`src/rtl/if_id_queue_pkg.sv`:
```
// Shared types and constants for the IF/ID pipeline queue.
package if_id_queue_pkg;

   // Field widths of a queued entry. They bound the DATA_WIDTH / PC_SIZE
   // parameters of if_id_queue.
   localparam int ENTRY_INST_W = 32;
   localparam int ENTRY_PC_W   = 32;

   // addi x0,x0,0 -- presented to decode whenever the queue is empty.
   localparam logic [31:0] NOP_INST = 32'h0000_0013;

   typedef struct packed {
      logic [ENTRY_INST_W-1:0] inst;
      logic [ENTRY_PC_W-1:0]   pc;
      logic [ENTRY_PC_W-1:0]   pc4;
   } if_id_entry_t;

endpackage : if_id_queue_pkg

```
`src/rtl/if_id_queue.sv`:
```
// IF/ID decoupling queue: a small circular FIFO between fetch and decode.
// Handshake outputs depend on registered occupancy only; the head entry is
// read combinationally from storage, and an empty queue presents a NOP.
module if_id_queue
   import if_id_queue_pkg::*;
#(
   parameter int DATA_WIDTH = ENTRY_INST_W,
   parameter int PC_SIZE    = ENTRY_PC_W,
   parameter int DEPTH      = 2
) (
   input  logic                         clk,
   input  logic                         arst_n,
   input  logic                         flush,
   input  logic                         in_valid,
   output logic                         in_ready,
   input  logic [DATA_WIDTH-1:0]        in_inst,
   input  logic [PC_SIZE-1:0]           in_pc,
   input  logic [PC_SIZE-1:0]           in_pc4,
   output logic                         out_valid,
   input  logic                         out_ready,
   output logic [DATA_WIDTH-1:0]        out_inst,
   output logic [PC_SIZE-1:0]           out_pc,
   output logic [PC_SIZE-1:0]           out_pc4,
   output logic [$clog2(DEPTH+1)-1:0]   count
);

   localparam int PTR_W = $clog2(DEPTH);
   localparam int CNT_W = $clog2(DEPTH+1);

   logic [PTR_W-1:0] rd_ptr;
   logic [PTR_W-1:0] wr_ptr;
   logic             push;
   logic             pop;
   if_id_entry_t     in_entry;
   if_id_entry_t     head;
   if_id_entry_t     mem [DEPTH];

   // Handshakes come from occupancy alone, so in_ready never waits on decode.
   assign in_ready  = (count != CNT_W'(DEPTH));
   assign out_valid = (count != '0);
   assign push      = in_valid && in_ready && !flush;
   assign pop       = out_valid && out_ready && !flush;
   assign head      = mem[rd_ptr];

   // Pack the fetch-side fields into a storage entry.
   always_comb begin
      in_entry.inst = ENTRY_INST_W'(in_inst);
      in_entry.pc   = ENTRY_PC_W'(in_pc);
      in_entry.pc4  = ENTRY_PC_W'(in_pc4);
   end

   // Present the head entry, or a NOP with zero PCs when empty.
   always_comb begin
      // NOTE: every output gets a default before the condition, so no path leaves it unassigned and no latch is inferred.
      out_inst = DATA_WIDTH'(NOP_INST);
      out_pc   = '0;
      out_pc4  = '0;
      if (out_valid) begin
         out_inst = DATA_WIDTH'(head.inst);
         out_pc   = PC_SIZE'(head.pc);
         out_pc4  = PC_SIZE'(head.pc4);
      end
   end

   // Storage write at the write pointer; contents survive flush and reset.
   always_ff @(posedge clk) begin
      // NOTE: the array has no reset; occupancy alone decides what is visible, which keeps it plain RAM.
      if (arst_n && push) begin
         mem[wr_ptr] <= in_entry;
      end
   end

   // Pointers and occupancy: reset beats flush, flush beats push/pop.
   always_ff @(posedge clk) begin
      // NOTE: non-blocking assignments so every register here samples pre-edge values of its neighbours.
      if (!arst_n) begin
         rd_ptr <= '0;
         wr_ptr <= '0;
         count  <= '0;
      end else if (flush) begin
         rd_ptr <= '0;
         wr_ptr <= '0;
         count  <= '0;
      end else begin
         // Pointers are exactly log2(DEPTH) bits, so the increment wraps by itself.
         if (push) wr_ptr <= wr_ptr + PTR_W'(1);
         if (pop)  rd_ptr <= rd_ptr + PTR_W'(1);
         unique case ({push, pop})
            2'b10:   count <= count + CNT_W'(1);
            2'b01:   count <= count - CNT_W'(1);
            default: count <= count;
         endcase
      end
   end

endmodule : if_id_queue

```
`config.mk`:
```
export PLATFORM = sky130hd
export DESIGN_NAME = if_id_queue
export DESIGN_NICKNAME = d
export VERILOG_FILES = /design/src/rtl/if_id_queue_pkg.sv /design/src/rtl/if_id_queue.sv
export SDC_FILE = /design/constraint.sdc
export NUM_CORES = 1
export LEC_CHECK = 0
export CAP_MARGIN = 0
export CORE_ASPECT_RATIO = 2
export CORE_MARGIN = 2
export CORE_UTILIZATION = 25
export DETAILED_ROUTE_END_ITERATION = 8
export HOLD_SLACK_MARGIN = 0.02
export SYNTH_ARGS = -nofsm -noshare
export SYNTH_HDL_FRONTEND = slang
export SYNTH_SLANG_ARGS = --single-unit
```
`constraint.sdc`:
```
create_clock -name clk -period 20.5 [get_ports clk]
set_input_delay 4.1 -clock clk [delete_from_list [all_inputs] [get_ports clk]]
set_output_delay 4.1 -clock clk [all_outputs]
set_load 0.02 [all_outputs]
```
==> metrics.cfg <==
[status]
outcome = finished clean

[detailed_routing]
first_pass_iters = 4
routedWlPerCell_um = 16.2
route.antenna.remaining_nets = 0
drt_first_iter_violations = 207
viasPerCell = 4.14
drc = 0
via_count = 4213
wl_um = 16500

[layout]
syn_to_final_growth_pct = 40.3
fill_cells = 2874
finalInstanceArea_sq_um = 10500
stdcell_count = 1018
drive_above_1_share_pct = 5.83
finalNetCount = 741

[global_routing]
grt_max_degree = 95
overflow = 0
antenna_found_initial = 6
grt_pass1_vias = 4501
grt_util_all_layers_pct = 10.6
grt_pass1_wl_um = 24600

[floorplan]
die_w_um = 126
die_area_sq_um = 31300
core_sq_um = 29400
die_h_um = 248
row_count = 89
ios = 201
initial_core_util_pct = 25.4

[setup_path]
cp_top_family = buffers and inverters
start_kind = flip-flop
worst_ep_required_time_ns = 16.40
worstPathArrival_ns = 3.27
slowest_delay_ns = 0.85
setup.worst_path.class = reg -> out
worstPathBufferInverterCount = 2
path_cells = buf_4 -> mux2i_1 -> nor2_1 -> clkdlybuf4s50_1
critPathCaptureType = output port
crit_fanout = 52
cp_slowest_cell = dfxtp_4

[sta]
hold_violations = 0
worst_pin_slew_ns = 1.04
maxSlewViolCount = 0
setup_slack_ns = 13.13
finClkSkew_ns = 0.00610
post-route-min-period_ns = 7.37
setup_viol = 0
rsz0062_at_grt = false
fmaxAchievable_mhz = 136
fin_crit_sh_pct = 35.9
fin_setup_tns_ns = 0
slew_headroom_pct = 30.6

[logic_synthesis]
ys_types = 20
yosysWarnings = 0
synth_area_leaders = edfxtp_1, mux2i_1, nor2_1, dfxtp_1, buf_2
ys_ff_latch = 197
synth_top_area_share_pct = 77.3
yosysMostFrequentCell = edfxtp_1
syn-mean-instance-area_sq_um = 17.1
syn-num-nets = 537
synthArstFlopShare_pct = 0
synth_ff_type = edfxtp_1
yosysSeqAreaShare_pct = 78.6
yosys.area.top_type = edfxtp_1
synth_enable_flop_cells = 192
yosys-top-cells-count = edfxtp_1, nor2_1, mux2i_1
syn_inst = 435
syn_area_sq_um = 7460

[place]
post-place-cells = 984
pre_cts_ws_ns = 13.53
place_hpwl_um = 11100
routabilityCongestion = 0.709
postPlaceCellArea_sq_um = 9850
io_buffer_count = 200

[power_and_ir_drop]
leakagePower_nw = 3.23
power_density_nw_per_um2 = 81.8
p_total_uw = 856
max-vdd-ir-drop_mv = 0.0464

[cts]
cts_resized = 0
cts.hold.buffers_added = 0
cts_buffer_depth = 2
insertion_delay_ns = 0.44
cts_root_buf = clkbuf_16
cts_tree = done
htree_levels = 4
post_cts_buffers = 0
cts_buffers = 17
clkSinkCount = 197
clk_pin_slew_ns = 0.07

[run]
maxCapViolations = 0

[worst_hold_path]
hold_path_class = reg -> reg

where the power goes:
part	internal (mW)	switching, mW	total [mW]	leakage, nW
clock	0.203	0.143	0.346	0.297
combinational	0.0311	0.0266	0.0577	1.15
sequential	0.450	0.00238	0.452	1.79
stage by stage:
step	hold slack [ns]	utilization, %
2_1_floorplan	0.472	-
3_3_place_gp	0.489	33.5
3_5_place_dp	0.494	33.5
4_1_cts	0.515	35.6
5_1_grt	0.565	35.6
6_report	0.519	35.6
cells in the final DEF, fill, tap and decap left out:
master / instances
diode_2: 2
clkbuf_1: 1
nor2_1: 97
ha_1: 1
inv_1: 3
nand2_1: 5
buf_4: 6
dfxtp_1: 4
clkdlybuf4s50_1: 200
nor3_2: 2
edfxtp_1: 192
dfxtp_4: 1
nand2b_1: 1
a21o_1: 1
mux2i_1: 96
nand3_1: 2
clkinvlp_4: 1
inv_6: 3
nor2_4: 1
bufinv_16: 4
xor2_1: 2
clkbuf_16: 17
or3_1: 1
a21oi_1: 2
xnor2_1: 1
clkinv_1: 3
o21ai_0: 2
clkinv_2: 3
layer usage:
| layer | vias to the layer above | wire [um] | GRT usage [%] |
|---|---|---|---|
| met5 | - | 52 | 0 |
| met4 | 8 | 426 | 4.98 |
| met3 | 29 | 1070 | 4.30 |
| met2 | 132 | 9270 | 19.8 |
| met1 | 2035 | 5670 | 9.98 |
| li1 | 2009 | - | - |
flip-flops by register name, indices dropped and copies added (netlist names), named ones only:
register / count
wr_ptr: 1
count: 2
rd_ptr: 1
mem: 192
cell type report:
type                            count  area (sq um)  share of cell area, %
Antenna cell                        2          5.00                 0.0478
Clock buffer                       18           429                   4.10
Clock inverter                     14           180                   1.72
Inverter                            3          11.3                  0.108
Multi-Input combinational cell    214          1460                   14.0
Sequential cell                   197          5870                   56.1
Tap cell                          364           455                   4.35
Timing Repair Buffer              206          2050                   19.6
final timing paths:
check                  from      endpoint  slack (ns)  cells after the start
setup / recovery  flip-flop  out_inst[16]       13.13                      4
setup reg to reg   count[0]    mem[0][51]       18.41                      4
hold / removal       rd_ptr        rd_ptr        0.52                      2
hold reg to reg      rd_ptr        rd_ptr        0.52                      2
cell families after synthesis:
kind of cell	after synthesis	synth area share, %
xor+xnor	3	0.352
flops	197	78.6
compound gates	5	0.369
buf+inv	24	1.96
simple gates	109	5.62
fa+ha+maj	1	0.168
mux	96	12.9
worst reg2reg max path, cell delays in order, from the launching register on:
cell,delay [ns]
dfxtp_1,0.49
nand2b_1,0.25
nand2_1,0.12
nor3_2,0.19
buf_4,0.59
Power figures use the tool's default switching activity.
==> RTL edit: new RTL, same flow settings <==
Make the reset (`arst_n`) asynchronous in one clocked block.
--- a/src/rtl/if_id_queue.sv
+++ b/src/rtl/if_id_queue.sv
@@ -72,5 +72,5 @@
 
    // Pointers and occupancy: reset beats flush, flush beats push/pop.
-   always_ff @(posedge clk) begin
+   always_ff @(posedge clk or negedge arst_n) begin
       // NOTE: non-blocking assignments so every register here samples pre-edge values of its neighbours.
       if (!arst_n) begin
Behaviour: differs if arst_n is asserted again (counterexample within 4 cycles, from zero or initial values and one cycle with arst_n low); with arst_n held inactive, the same outputs for 4 cycles.
==> RTL edit against the unedited design <==
Total power grew 5.5%; final area down 0.28%; die area grew 0.34%; wire length increased by 4.0%; synthesized area is 0.35% higher; fmax decreased by 1.7%; sequential cell count down 1; worst setup slack got worse by 0.13 ns; critical path type unchanged; largest power group unchanged.
==> RTL edit: results (changes against the unedited design) <==
[cells_and_area]
layout-drive-gt1-share=0.05864  ; was 0.05828
fill_cells=2813  ; was 2874
nets=736  ; was 741
largest_registers=mem (192), count (2)  ; unchanged
n_antenna_cell=0  ; was 2

[power_and_ir_drop]
switchingPower_uw=204.9  ; was 172.0 uW
vdd_drop_max_mv=0.05774  ; was 0.04637 mV
cellLeakagePower_nw=3.326  ; was 3.234 nW

[grt]
antenna_found_initial=0  ; was 6
grt_max_degree=63  ; was 95
grt_pass1_vias=4377  ; was 4501
grt_pass1_wl_um=25140  ; was 24630 um
grt_util_all_layers=0.1095  ; was 0.1062

[setup_path]
cp_max_fo=60  ; was 52
cp_data_arrival_time_ns=3.39  ; was 3.27 ns

[clock_tree]
cts-root-buf=clkbuf_16  ; unchanged
cts_buffer_depth=2  ; unchanged
htree_levels=4  ; unchanged
numCtsBuffers=17  ; unchanged
ctsResizeCount=0  ; unchanged
path_clk_slew_ns=0.07  ; about the same
clk_latency_ns=0.43
postCtsSetupBuffers=0  ; unchanged

[synthesis]
synth_nets=534  ; was 537
synth_edf_count=192  ; unchanged
synthArstFlopShare=0.02041  ; was 0
yosysUniqueCellTypes=24  ; was 20
ys_top_cells_by_count=edfxtp_1 (192), mux2i_1 (97), nor2_1 (96)  ; was edfxtp_1 (192), nor2_1 (98), mux2i_1 (96)
synthTopCellsByArea=edfxtp_1 (77%), mux2i_1 (13%), nor2_1 (4.8%)  ; was edfxtp_1 (77%), mux2i_1 (13%), nor2_1 (4.9%)
synth_seq_area_share=0.7837  ; was 0.7864
ys_warn_count=0  ; unchanged

[placed_design]
gp_routability_congestion=0.7343  ; was 0.7093
portBuffers=200  ; unchanged
placed_area_sq_um=9842  ; was 9847 sq um
dp_hpwl_um=11540  ; was 11050 um

[timing]
fin_skew_ns=0.009672  ; was 0.006097 ns
tightest_slew_ns=1.119  ; was 1.042 ns

[detailed_routing]
vias_per_cell=4.127  ; was 4.139
route.antenna.remaining_nets=0  ; unchanged
wirelength_um=17150  ; was 16490 um
firstDrtPassIters=4  ; unchanged
drtIter0Drc=149  ; was 207

[run_status]
outcome=completed  ; unchanged

[hold_path]
hold_path_class=reg -> reg  ; unchanged

RTL edit: through the flow:
stage | cells | setup slack, ns | utilization
final | 1012 | 13.01 | 0.3535
after global routing | 1012 | 12.81 | 0.3535
after CTS | 1012 | 12.91 | 0.3535
after detailed placement | 980 | 13.19 | 0.3335
after global placement | 980 | 13.21 | 0.3335
after floorplan | 433 | 11.48 | -
RTL edit: cell type report:
class | count | area share
Clock inverter | 14 | 0.01547
Clock buffer | 18 | 0.04114
Inverter | 2 | 0.0007196
Tap cell | 364 | 0.04366
Multi-Input combinational cell | 213 | 0.1409
Timing Repair Buffer | 205 | 0.1955
Sequential cell | 196 | 0.5626
RTL edit: path summary, 6_finish.rpt:
kind                                      start                   end  slack (ns)  cells past startpoint
min                        count[0]$_DFFE_PN0P_  count[1]$_DFFE_PN0P_        0.68                      2
max                          rd_ptr$_DFFE_PN0P_           out_pc4[29]       13.01                      4
min reg2reg                count[0]$_DFFE_PN0P_  count[1]$_DFFE_PN0P_        0.68                      2
max in group asynchronous                arst_n    rd_ptr$_DFFE_PN0P_       16.41                      1
max reg2reg                count[0]$_DFFE_PN0P_  mem[1][18]$_DFFE_PP_       17.32                      4
min in group asynchronous                arst_n    wr_ptr$_DFFE_PN0P_        3.88                      1
RTL edit: logic make-up (layout without fill, tap and decap cells):
| family | count (synthesis) | after routing | synth area share |
|---|---|---|---|
| AOI/OAI and AO/OA | 7 | 7 | 0.005348 |
| muxes | 97 | 97 | 0.1297 |
| xor gates and xnor gates | 1 | 1 | 0.001170 |
| and+or+nand+nor | 108 | 108 | 0.05751 |
| DFF | 196 | 196 | 0.7837 |
| buffers and inverters | 24 | 239 | 0.02257 |
RTL edit: per-layer routing:
layer	GRT usage	wire [um]	vias to the layer above
li1	-	-	2009
met1	0.1052	5917	2019
met2	0.2064	9865	126
met3	0.03265	767	23
met4	0.05400	601	0
met5	0	0	-
RTL edit: power by group through the flow:
stage	Sequential, mW	Combinational, mW	Clock (mW)
floorplan	0.462	0.0604	0
global placement	0.467	0.115	0
detailed placement	0.467	0.116	0
CTS	0.458	0.116	0.345
global route	0.459	0.121	0.359
finish	0.458	0.114	0.331
RTL edit: worst max-delay path: stages, from the launching register on:
cell and delay [ns]:
dfrtp_4 1.13, buf_4 0.70, mux2i_1 0.38, nor2_1 0.07
clkdlybuf4s50_1 0.57
